## src/rtl/vga_pkg.sv

```systemverilog
// ============================================================================
// Module   : vga_pkg
// Brief    : Shared VGA timing constants, test-bar colours and pixel helpers.
// Revision : 1.0
// ============================================================================
`default_nettype none

package vga_pkg;

  localparam int H_TOTAL = 800;
  localparam int V_TOTAL = 525;
  localparam int HA      = 144;
  localparam int VA      = 35;

  localparam logic [11:0] C_WHITE   = 12'hFFF;
  localparam logic [11:0] C_YELLOW  = 12'hFF0;
  localparam logic [11:0] C_CYAN    = 12'h0FF;
  localparam logic [11:0] C_GREEN   = 12'h0F0;
  localparam logic [11:0] C_MAGENTA = 12'hF0F;
  localparam logic [11:0] C_RED     = 12'hF00;
  localparam logic [11:0] C_BLUE    = 12'h00F;
  localparam logic [11:0] C_BLACK   = 12'h000;

  function automatic logic [11:0] rgb888_to_444(input logic [23:0] c);
    return {c[23:20], c[15:12], c[7:4]};
  endfunction

  // Eight 80-pixel bars left to right; a compare chain avoids a divider.
  function automatic logic [11:0] test_bar(input logic [9:0] col);
    logic [11:0] c;
    if      (col < 10'd80)  c = C_WHITE;
    else if (col < 10'd160) c = C_YELLOW;
    else if (col < 10'd240) c = C_CYAN;
    else if (col < 10'd320) c = C_GREEN;
    else if (col < 10'd400) c = C_MAGENTA;
    else if (col < 10'd480) c = C_RED;
    else if (col < 10'd560) c = C_BLUE;
    else                    c = C_BLACK;
    return c;
  endfunction

endpackage

`default_nettype wire

```

## src/rtl/vga_timing_ctrl_if.sv

```systemverilog
// ============================================================================
// Module   : vga_timing_ctrl_if
// Brief    : Pixel-lookup request/response and board-pin bundle of the VGA driver.
// Revision : 1.0
// ============================================================================
`default_nettype none

interface vga_timing_ctrl_if;
  logic [23:0] pos_data;
  logic [9:0]  pos_x;
  logic [9:0]  pos_y;
  logic        pix_req;
  logic        vga_hs;
  logic        vga_vs;
  logic        vga_de;
  logic [11:0] vga_rgb;
  logic        frame_start;

  modport master (
    input  pos_data,
    output pos_x, pos_y, pix_req,
    output vga_hs, vga_vs, vga_de, vga_rgb, frame_start
  );

  modport slave (
    output pos_data,
    input  pos_x, pos_y, pix_req,
    input  vga_hs, vga_vs, vga_de, vga_rgb, frame_start
  );
endinterface

`default_nettype wire

```

## src/rtl/vga_scan_counter.sv

```systemverilog
// ============================================================================
// Module   : vga_scan_counter
// Brief    : Horizontal/vertical raster counters with sync and active-row decode.
// Revision : 1.0
// ============================================================================
`default_nettype none

module vga_scan_counter #(
  parameter int H_SYNC   = 96,
  parameter int H_BACK   = 48,
  parameter int H_ACTIVE = 640,
  parameter int H_FRONT  = 16,
  parameter int V_SYNC   = 2,
  parameter int V_BACK   = 33,
  parameter int V_ACTIVE = 480,
  parameter int V_FRONT  = 10
) (
  input  logic       vga_clk,
  input  logic       rst_n,
  output logic [9:0] hcnt_o,
  output logic [9:0] vcnt_o,
  output logic       hsync_o,
  output logic       vsync_o,
  output logic       row_active_o,
  output logic       frame_wrap_o
);

  localparam logic [9:0] C_H_LAST  = 10'(H_SYNC + H_BACK + H_ACTIVE + H_FRONT - 1);
  localparam logic [9:0] C_V_LAST  = 10'(V_SYNC + V_BACK + V_ACTIVE + V_FRONT - 1);
  localparam logic [9:0] C_H_SYNC  = 10'(H_SYNC);
  localparam logic [9:0] C_V_SYNC  = 10'(V_SYNC);
  localparam logic [9:0] C_VA      = 10'(V_SYNC + V_BACK);
  localparam logic [9:0] C_VA_END  = 10'(V_SYNC + V_BACK + V_ACTIVE);

  logic [9:0] hcnt_q, hcnt_d;
  logic [9:0] vcnt_q, vcnt_d;
  logic       h_wrap;
  logic       v_last;

  always_comb begin
    h_wrap = (hcnt_q == C_H_LAST);
    v_last = (vcnt_q == C_V_LAST);
    hcnt_d = h_wrap ? 10'd0 : hcnt_q + 10'd1;
    vcnt_d = vcnt_q;
    if (h_wrap) begin
      vcnt_d = v_last ? 10'd0 : vcnt_q + 10'd1;
    end
  end

  always_ff @(posedge vga_clk or negedge rst_n) begin
    if (!rst_n) begin
      hcnt_q <= '0;
      vcnt_q <= '0;
    end else begin
      hcnt_q <= hcnt_d;
      vcnt_q <= vcnt_d;
    end
  end

  assign hcnt_o       = hcnt_q;
  assign vcnt_o       = vcnt_q;
  assign hsync_o      = (hcnt_q < C_H_SYNC);
  assign vsync_o      = (vcnt_q < C_V_SYNC);
  assign row_active_o = (vcnt_q >= C_VA) && (vcnt_q < C_VA_END);
  assign frame_wrap_o = h_wrap && v_last;

endmodule

`default_nettype wire

```

## src/rtl/vga_timing_ctrl.sv

```systemverilog
// ============================================================================
// Module   : vga_timing_ctrl
// Brief    : 640x480 raster driver issuing look-ahead pixel requests and
//            aligning returned RGB with sync/DE. VGA_TEST_PATTERN_EN selects
//            built-in colour bars instead of pos_data.
// Revision : 1.0
// ============================================================================
`default_nettype none

module vga_timing_ctrl
  import vga_pkg::*;
#(
  parameter int H_SYNC   = 96,
  parameter int H_BACK   = 48,
  parameter int H_ACTIVE = 640,
  parameter int H_FRONT  = 16,
  parameter int V_SYNC   = 2,
  parameter int V_BACK   = 33,
  parameter int V_ACTIVE = 480,
  parameter int V_FRONT  = 10,
  parameter int DATA_LAT = 1
) (
  input  logic               vga_clk,
  input  logic               rst_n,
  vga_timing_ctrl_if.master  bus
);

  localparam logic [9:0] C_VA        = 10'(V_SYNC + V_BACK);
  localparam logic [9:0] C_REQ_START = 10'(H_SYNC + H_BACK - DATA_LAT - 1);
  localparam logic [9:0] C_REQ_END   = 10'(H_SYNC + H_BACK + H_ACTIVE - DATA_LAT - 1);

  logic [9:0]  hcnt, vcnt;
  logic        hsync, vsync, row_active, frame_wrap;
  logic        req;
  logic [9:0]  pos_x_w;
  logic [11:0] pix_rgb;

  logic [DATA_LAT:0] hs_pipe_q;
  logic [DATA_LAT:0] vs_pipe_q;
  logic [DATA_LAT:0] de_pipe_q;
  logic [11:0]       rgb_q;
  logic              frame_start_q;

  vga_scan_counter #(
    .H_SYNC   (H_SYNC),
    .H_BACK   (H_BACK),
    .H_ACTIVE (H_ACTIVE),
    .H_FRONT  (H_FRONT),
    .V_SYNC   (V_SYNC),
    .V_BACK   (V_BACK),
    .V_ACTIVE (V_ACTIVE),
    .V_FRONT  (V_FRONT)
  ) u_scan (
    .vga_clk      (vga_clk),
    .rst_n        (rst_n),
    .hcnt_o       (hcnt),
    .vcnt_o       (vcnt),
    .hsync_o      (hsync),
    .vsync_o      (vsync),
    .row_active_o (row_active),
    .frame_wrap_o (frame_wrap)
  );

  // Requests lead the active region by DATA_LAT+1 so the pixel lands on the pins exactly at HA.
  assign req     = row_active && (hcnt >= C_REQ_START) && (hcnt < C_REQ_END);
  assign pos_x_w = req ? (hcnt - C_REQ_START) : 10'd0;

  assign bus.pix_req = req;
  assign bus.pos_x   = pos_x_w;
  assign bus.pos_y   = req ? (vcnt - C_VA) : 10'd0;

`ifdef VGA_TEST_PATTERN_EN
  logic [DATA_LAT-1:0][9:0] col_pipe_q;

  always_ff @(posedge vga_clk or negedge rst_n) begin
    if (!rst_n) begin
      col_pipe_q <= '0;
    end else begin
      col_pipe_q[0] <= pos_x_w;
      for (int i = 1; i < DATA_LAT; i++) begin
        col_pipe_q[i] <= col_pipe_q[i-1];
      end
    end
  end

  assign pix_rgb = test_bar(col_pipe_q[DATA_LAT-1]);
`else
  assign pix_rgb = rgb888_to_444(bus.pos_data);
`endif

  // de_pipe_q[DATA_LAT-1] marks the cycle in which pos_data answers a valid request.
  always_ff @(posedge vga_clk or negedge rst_n) begin
    if (!rst_n) begin
      hs_pipe_q     <= '1;
      vs_pipe_q     <= '1;
      de_pipe_q     <= '0;
      rgb_q         <= '0;
      frame_start_q <= 1'b0;
    end else begin
      hs_pipe_q     <= {hs_pipe_q[DATA_LAT-1:0], ~hsync};
      vs_pipe_q     <= {vs_pipe_q[DATA_LAT-1:0], ~vsync};
      de_pipe_q     <= {de_pipe_q[DATA_LAT-1:0], req};
      rgb_q         <= de_pipe_q[DATA_LAT-1] ? pix_rgb : 12'h000;
      frame_start_q <= frame_wrap;
    end
  end

  assign bus.vga_hs      = hs_pipe_q[DATA_LAT];
  assign bus.vga_vs      = vs_pipe_q[DATA_LAT];
  assign bus.vga_de      = de_pipe_q[DATA_LAT];
  assign bus.vga_rgb     = rgb_q;
  assign bus.frame_start = frame_start_q;

endmodule

`default_nettype wire

```

## src/flat_wrapper.sv

```systemverilog
// flat-port wrapper written by rule: the top's interface ports become plain ports
module vga_timing_ctrl_flat import vga_pkg::*;
#(
  parameter int H_SYNC   = 96,
  parameter int H_BACK   = 48,
  parameter int H_ACTIVE = 640,
  parameter int H_FRONT  = 16,
  parameter int V_SYNC   = 2,
  parameter int V_BACK   = 33,
  parameter int V_ACTIVE = 480,
  parameter int V_FRONT  = 10,
  parameter int DATA_LAT = 1
)
  (vga_clk, rst_n, bus_pos_data, bus_pos_x, bus_pos_y, bus_pix_req, bus_vga_hs, bus_vga_vs, bus_vga_de, bus_vga_rgb, bus_frame_start);
  vga_timing_ctrl_if bus_i ();
  input  logic vga_clk;
  input  logic rst_n;
  input wire logic [$bits(bus_i.pos_data)-1:0] bus_pos_data;
  output wire logic [$bits(bus_i.pos_x)-1:0] bus_pos_x;
  output wire logic [$bits(bus_i.pos_y)-1:0] bus_pos_y;
  output wire logic [$bits(bus_i.pix_req)-1:0] bus_pix_req;
  output wire logic [$bits(bus_i.vga_hs)-1:0] bus_vga_hs;
  output wire logic [$bits(bus_i.vga_vs)-1:0] bus_vga_vs;
  output wire logic [$bits(bus_i.vga_de)-1:0] bus_vga_de;
  output wire logic [$bits(bus_i.vga_rgb)-1:0] bus_vga_rgb;
  output wire logic [$bits(bus_i.frame_start)-1:0] bus_frame_start;
  assign bus_i.pos_data = bus_pos_data;
  assign bus_pos_x = bus_i.pos_x;
  assign bus_pos_y = bus_i.pos_y;
  assign bus_pix_req = bus_i.pix_req;
  assign bus_vga_hs = bus_i.vga_hs;
  assign bus_vga_vs = bus_i.vga_vs;
  assign bus_vga_de = bus_i.vga_de;
  assign bus_vga_rgb = bus_i.vga_rgb;
  assign bus_frame_start = bus_i.frame_start;
  vga_timing_ctrl #(.H_SYNC(H_SYNC), .H_BACK(H_BACK), .H_ACTIVE(H_ACTIVE), .H_FRONT(H_FRONT), .V_SYNC(V_SYNC), .V_BACK(V_BACK), .V_ACTIVE(V_ACTIVE), .V_FRONT(V_FRONT), .DATA_LAT(DATA_LAT)) u_core (.vga_clk(vga_clk), .rst_n(rst_n), .bus(bus_i));
endmodule
```

## config.mk

```make
export PLATFORM = sky130hd
export DESIGN_NAME = vga_timing_ctrl_flat
export DESIGN_NICKNAME = d
export VERILOG_FILES = /design/src/rtl/vga_pkg.sv /design/src/rtl/vga_timing_ctrl_if.sv /design/src/rtl/vga_scan_counter.sv /design/src/rtl/vga_timing_ctrl.sv /design/src/flat_wrapper.sv
export SDC_FILE = /design/constraint.sdc
export NUM_CORES = 1
export LEC_CHECK = 0
export ABC_CLOCK_PERIOD_IN_PS = 3400
export CAP_MARGIN = 5
export CORE_MARGIN = 4
export CORE_UTILIZATION = 51
export DETAILED_ROUTE_END_ITERATION = 8
export GPL_TIMING_DRIVEN = 0
export HOLD_SLACK_MARGIN = 0.08
export PLACE_DENSITY = 0.85
export SYNTH_ARGS = -nofsm -noshare
export SYNTH_HDL_FRONTEND = slang
export SYNTH_SLANG_ARGS = --single-unit
```

## constraint.sdc

```tcl
create_clock -name vga_clk -period 3.4 [get_ports vga_clk]
set_input_delay 0.51 -clock vga_clk [delete_from_list [all_inputs] [get_ports vga_clk]]
set_output_delay 0.51 -clock vga_clk [all_outputs]
set_load 0.02 [all_outputs]
```

Yosys cells after proc, flatten, opt, wreduce, memory -nomap -nowiden
Cells that the tools add are included.
{ "word_totals": {"register_bits": 39, "inputBits": 26, "out_inout_bits": 37, "word_cells": 30} }
{ "op_classes": {"addsub": 4, "order_cmp": 6, "eq_ne": 2, "mux": 5, "bitwise": 2, "reduce_logical": 4} }
{ "ops": {"columns": ["op", "n"], "rows": [
  ["10-bit 2-to-1 mux", 4],
  ["10-bit by 1-bit adder with 10-bit output (second input constant)", 2],
  ["10-bit equality test (second input constant)", 2],
  ["10-bit < comparator (second input constant)", 2],
  ["12-bit 2-to-1 mux", 1],
  ["10-bit by 6-bit greater-or-equal comparator with 1-bit output (second input constant)", 1],
  ["10-bit by 8-bit greater-or-equal comparator with 1-bit output (second input constant)", 1],
  ["10-bit by 2-bit < comparator with 1-bit output (second input constant)", 1],
  ["10-bit by 7-bit < comparator with 1-bit output (second input constant)", 1],
  ["10-bit by 6-bit subtractor with 10-bit output (second input constant)", 1],
  ["10-bit by 8-bit subtractor with 10-bit output (second input constant)", 1],
  ["1-bit logical AND", 4],
  ["1-bit NOT", 2]
]} }

Longest topological paths before layout
{ "logic_depth": {"ltp_word": 5, "mapped_depth": 8, "mapped_depth_nobuf": 6} }

Modules after synthesis
From an unflattened synthesis, not the netlist that was laid out.
{ "hier_totals": {"cells_unflattened": 204, "area_unflattened_um2": 2072.0} }
{ "modules_own_cells": {"columns": ["module", "n_inst", "cells_each", "area_each_um2", "seq_area_each_um2"], "rows": [
  ["vga_scan_counter", 1, 102, 1076.0, 500.5],
  ["vga_timing_ctrl", 1, 102, 996.0, 480.5]
]} }

Least setup slack after synthesis
Ideal clock, no wire load.
{ "synth_path": {"path_type": "register -> output", "start": "reg u_core.u_scan.vcnt_q[0], in the netlist u_core.u_scan.vcnt_o[0]", "end": "out bus_pos_x[3]", "t_arrival_ps": 1971, "t_required_ps": 2890, "slack_ps": 919, "stages_incl_launch_ff": 8, "n_path_buf": 2, "path_cell_list": "dfrtp_1 -> ha_1 -> buf_2 -> o41ai_1 -> a21oi_1 -> o21ai_1 -> buf_2 -> nor3_2"} }
{ "synth_between": {"elab_chain_len": 5, "elab_cells_between_ends": 6, "classes_between": "order compare (2); mux (1); reduce/logical (3)"} }
{ "synth_rtl": {"columns": ["item", "line_no", "source"], "rows": [
  ["from (decl)", "vga_scan_counter.sv:36", "logic [9:0] vcnt_q, vcnt_d;"],
  ["from (signal assigned)", "vga_scan_counter.sv:56", "vcnt_q <= vcnt_d;"],
  ["10-bit by 6-bit greater-or-equal comparator with 1-bit output / 10-bit < comparator (equally long branches)", "vga_scan_counter.sv:64", "assign row_active_o = (vcnt_q >= C_VA) && (vcnt_q < C_VA_END);"],
  ["1-bit logical AND (*)", "vga_scan_counter.sv:64", null],
  ["1-bit logical AND (*) (2 in series)", "vga_timing_ctrl.sv:65", "assign req = row_active && (hcnt >= C_REQ_START) && (hcnt < C_REQ_END);"],
  ["10-bit 2-to-1 mux (*)", "vga_timing_ctrl.sv:66", "assign pos_x_w = req ? (hcnt - C_REQ_START) : 10'd0;"],
  ["to (decl)", "flat_wrapper.sv:19", "output wire logic [$bits(bus_i.pos_x)-1:0] bus_pos_x;"]
]} }
Every way passes the cells marked *; elsewhere a longest branch is shown, timed or not.

Worst setup path after layout
{ "layout_path": {"start": "reg u_core.u_scan.vcnt_q[0], in the netlist u_core.u_scan.vcnt_o[0]", "end": "out bus_pos_y[1]"} }
{ "layout_between": {"elab_chain_len": 5, "elab_cells_between_ends": 7, "classes_between": "add/sub (1); order compare (2); mux (1); reduce/logical (3)"} }
{ "layout_rtl": {"columns": ["item", "line_no", "source"], "rows": [
  ["10-bit by 6-bit greater-or-equal comparator with 1-bit output / 10-bit < comparator (equally long branches)", "vga_scan_counter.sv:64", null],
  ["1-bit logical AND", "vga_scan_counter.sv:64", null],
  ["1-bit logical AND (2 in series)", "vga_timing_ctrl.sv:65", null],
  ["10-bit 2-to-1 mux (*)", "vga_timing_ctrl.sv:70", "assign bus.pos_y = req ? (vcnt - C_VA) : 10'd0;"],
  ["to (decl)", "flat_wrapper.sv:20", "output wire logic [$bits(bus_i.pos_y)-1:0] bus_pos_y;"]
]} }
Marked as above.

==> flow_results.org <==
** Critical path
- Critical path startpoint category :: flop
- On the worst path, the slowest cell contributes a delay of 0.67 ns.
- At the worst endpoint, the required time is 2.89 ns.
- Arrival time at the worst endpoint :: 2.86 ns
- Kind of end point of the critical path :: output port
- Top fanout value on the critical path :: 9
- The slowest stage of the critical path is the sky130_fd_sc_hd__clkdlybuf4s50_1 cell.
- The worst setup path is of the reg2out kind.
- Traced cell by cell, the critical path runs through ha_1 > buf_2 > nor4_2 > and4b_1 > o21ai_1 > nor3b_1 > clkdlybuf4s50_1.

** Synth
- Yosys warnings :: 0
- The biggest area contributor in the post-synthesis netlist is sky130_fd_sc_hd__dfrtp_1.
- Top cell types by occurrence after synthesis :: sky130_fd_sc_hd__dfrtp_1, sky130_fd_sc_hd__nor3_2, sky130_fd_sc_hd__xnor2_1
- Share of the synthesized area in the top cell type :: 40.75%
- By area the synthesized netlist is led by sky130_fd_sc_hd__dfrtp_1, sky130_fd_sc_hd__nor3_2, sky130_fd_sc_hd__xnor2_1, sky130_fd_sc_hd__dfstp_2, sky130_fd_sc_hd__and2_1.
- Top flip-flop cell by instance count after synthesis :: sky130_fd_sc_hd__dfrtp_1
- Synth Cell Area :: 2150 um^2
- Sequential elements use 45.63% of the synthesized area.
- Synthesis produced a netlist with a net count of 239.
- Counting flops with an async set or reset pin after synthesis yields a share of 100.0%.
- The number of different library cells used by synthesis comes to 40.
- Post-synthesis sequential element count :: 39
- The synthesized design contains 0 enable-type register cells.
- Syn avg cell area :: 10.28 um^2
- Synthesis produced 209 cells.
- Most frequent cell after synthesis :: sky130_fd_sc_hd__dfrtp_1

** Placement
- Before CTS, the worst setup slack after placement is 0.09377 ns.
- After legalization and detailed placement, the total HPWL measured 3382 um.
- Buffers placed on the I/O ports in this run total 50.
- At the end of routability-driven placement, the weighted congestion stood at 0.8696.

** Power and ir drop
- Static Leakage :: 1.499 nW
- Combinational share of power :: 2.4%
- VDD sags by at most 0.1650 mV.
- Total internal power :: 0.0007693 W
- Dividing total power by cell area gives a power density of 323.0 nW/um^2.
- Of the total power, the share spent switching nets is 18.15%.
- Sequential cell fraction of total power :: 49.3%
- The analysis attributes to net switching a power of 0.0001706 W.
- Portion of total power attributed to the clock network :: 48.3%

** Finish
- Antenna diode count :: 0
- Fraction of final layout cells with drive strength greater than 1 :: 17.98%
- P&R area growth vs syn :: 35.39%
- For this run, the post-layout net count is 296.
- Fill cells in the final layout number 295.

** Global route
- For this run, global-route usage on met3 was measured as 4.683%.
- GRT Total Usage :: 19.66%
- The initial antenna violation count was 0.
- After global routing the overflow that remains totals 0.
- Wire length of the first global-routing pass :: 8093 um
- Pin count of the biggest net entering global routing :: 40
- Met1 GRT Util :: 27.86%
- For this run, global-route usage on met2 was measured as 29.46%.
- Via count of the first global-routing pass :: 1639
- Layer with the highest usage after global routing :: met2

** STA
- Final critical-path required period :: 3.372 ns
- Setup total negative slack on the finished layout was measured at 0 ns.
- Worst Clk Skew :: 0.004761 ns
- Number of slew-limit violations in the final report :: 0
- Max Clock Freq :: 296.5 MHz
- Of the available clock period, the critical path in the final layout requires 99.18%.
- The hold violation total from the final report came to 0.
- After layout, the worst setup slack is 0.02782 ns.
- At the pin with the least slew margin, the transition time is 0.8320 ns.
- Finish-stage setup viols :: 0
- Setup repair after global routing left no endpoint under its margin.
- In this run the tightest slew margin relative to its limit is 44.53%.

** CTS
- The tree is rooted in a sky130_fd_sc_hd__clkbuf_8.
- Maximum level of the CTS H-tree :: 2
- Clock-pin slew on the worst setup and hold paths :: 0.07 ns
- TritonCTS clock tree :: yes
- For this design, the sink count on the clock tree is 39.
- Clock latency at the later pin of the worst-skew pair :: 0.29 ns
- Buffers added to address setup during post-CTS repair amount to 0.
- Counting along the longest clock path gives a buffer depth of 2.
- The number of clock buffers added by TritonCTS is 5.

** Hold path
- The tightest min-delay check is of the in2async type.

** Run
- The tool flagged a number of max-cap violations equal to 0.

** Floorplan
- Once the floorplan was initialized, standard cells occupied 53.35% of the core.
- For this design the top-level I/O count stands at 63.
- Die width :: 72.92 um
- Measured along the y axis, the die boundary spans 72.92 um.
- Rows :: 23
- Die Footprint :: 5317 um^2
- The total area inside the core boundary comes to 4029 um^2.

** Routing
- For this block, the routed nets add up to 4936 um of wire.
- Number of DRC markers in iteration 0 :: 71
- After detailed routing, the number of remaining DRC violations is 0.
- In the final routed layout, each cell accounts on average for 15.57 um.
- The pre-antenna-repair detailed-routing pass consisted of 4 iterations.
- Vias :: 1769
- Post-route ant nets :: 0
- Vias per cell :: 5.580

** Run status
- Run status :: finished, final reports clean
-- timing repair --
item	4_1_cts	5_1_grt
hold endpoints to repair	0	0
resized for setup	8	18
hold buffers	0	0
setup endpoints to repair	21	17
-- state kept, by name, summed over array words and instances (netlist names) --
signal,count
u_core.de_pipe_q,2
u_core.hs_pipe_q,2
u_core.bus.frame_start,1
u_core.vs_pipe_q,2
u_core.u_scan.vcnt_o,10
u_core.u_scan.hcnt_o,10
u_core.bus.vga_rgb,12
-- worst max-delay path: cells and delay by family (launching register included) --
family	cells	cell delay, ns
DFF	1	0.47
and+or+nand+nor	3	0.91
AOI/OAI and AO/OA	1	0.10
buffers and inverters	2	0.86
adders and majority gates	1	0.23
-- worst paths after layout --
| path | from | to | slack, ns | depth (start not counted) |
|---|---|---|---|---|
| setup / recovery | u_core.u_scan.vcnt_o[0] | bus_pos_y[1] | 0.03 | 7 |
| hold / removal | rst_n | u_core.de_pipe_q[0] | 0.32 | 1 |
| setup reg to reg | u_core.u_scan.hcnt_o[1] | u_core.u_scan.vcnt_o[3] | 1.23 | 8 |
| hold reg to reg | u_core.hs_pipe_q[0] | u_core.hs_pipe_q[1] | 0.36 | 0 |
| max in group asynchronous | rst_n | u_core.u_scan.hcnt_o[4] | 2.56 | 1 |
| min in group vga_clk | u_core.hs_pipe_q[0] | u_core.hs_pipe_q[1] | 0.36 | 0 |
-- per-stage QoR --
| stage | instance area, um^2 | power, W | hold slack, ns | instances | utilization, % |
|---|---|---|---|---|---|
| finish | 2910 | 0.0009399 | 0.3183 | 317 | 72.24 |
| global route | 2910 | 0.0009744 | 0.3596 | 317 | 72.24 |
| CTS | 2854 | 0.0009493 | 0.3539 | 317 | 70.84 |
| detailed placement | 2708 | 0.0004959 | 0.3470 | 309 | 67.21 |
| global placement | 2713 | 0.0004961 | 0.3457 | 309 | 67.33 |
| floorplan | 2150 | 0.0004728 | 0.2144 | 209 | - |
-- power by group through the flow --
stage	sequential [W]	clock (W)	combinational [W]
2_1_floorplan	0.000473	0	0.000000000926
3_3_place_gp	0.000473	0	0.0000234
3_5_place_dp	0.000473	0	0.0000232
4_1_cts	0.000464	0.000462	0.0000234
5_1_grt	0.000464	0.000486	0.0000251
6_report	0.000464	0.000454	0.0000224
-- per-layer routing --
layer,part of all wire (%),up-vias
met3,7.7,16
met4,2.5,0
li1,-,833
met2,46,78
met1,44,842
met5,0,-
-- cell type report --
cell class	count	area (um^2)	share of cell area, %
plain buffers	20	117.6	4.041
clock buffers	6	72.57	2.494
clock inverters	2	60.06	2.064
inverters	4	15.01	0.5159
multi-input cells	146	1071	36.80
flip-flops and latches	39	980.9	33.71
well taps	50	62.56	2.150
repair buffers	50	530.5	18.23
-- layout by cell type (no fill, tap or decap), types with 8 or more instances in the layout --
cell,instances
sky130_fd_sc_hd__dfrtp_1,35
sky130_fd_sc_hd__clkdlybuf4s50_1,29
sky130_fd_sc_hd__nor3_2,19
sky130_fd_sc_hd__xnor2_1,17
sky130_fd_sc_hd__dlymetal6s2s_1,16
sky130_fd_sc_hd__and2_1,14
sky130_fd_sc_hd__nor2_1,13
sky130_fd_sc_hd__nand2_1,12
sky130_fd_sc_hd__clkbuf_1,11
sky130_fd_sc_hd__nand3_1,10
sky130_fd_sc_hd__xor2_1,8
-- cells by family after synthesis --
logic type	after synthesis	share of synthesized area, %
AOI/OAI and AO/OA	28	9.430
xor gates and xnor gates	25	10.19
adders and majority gates	4	2.328
buffers and inverters	24	5.937
DFF	39	45.63
muxes	1	0.4657
and+or+nand+nor	88	26.02
Power figures use the tool's default switching activity.
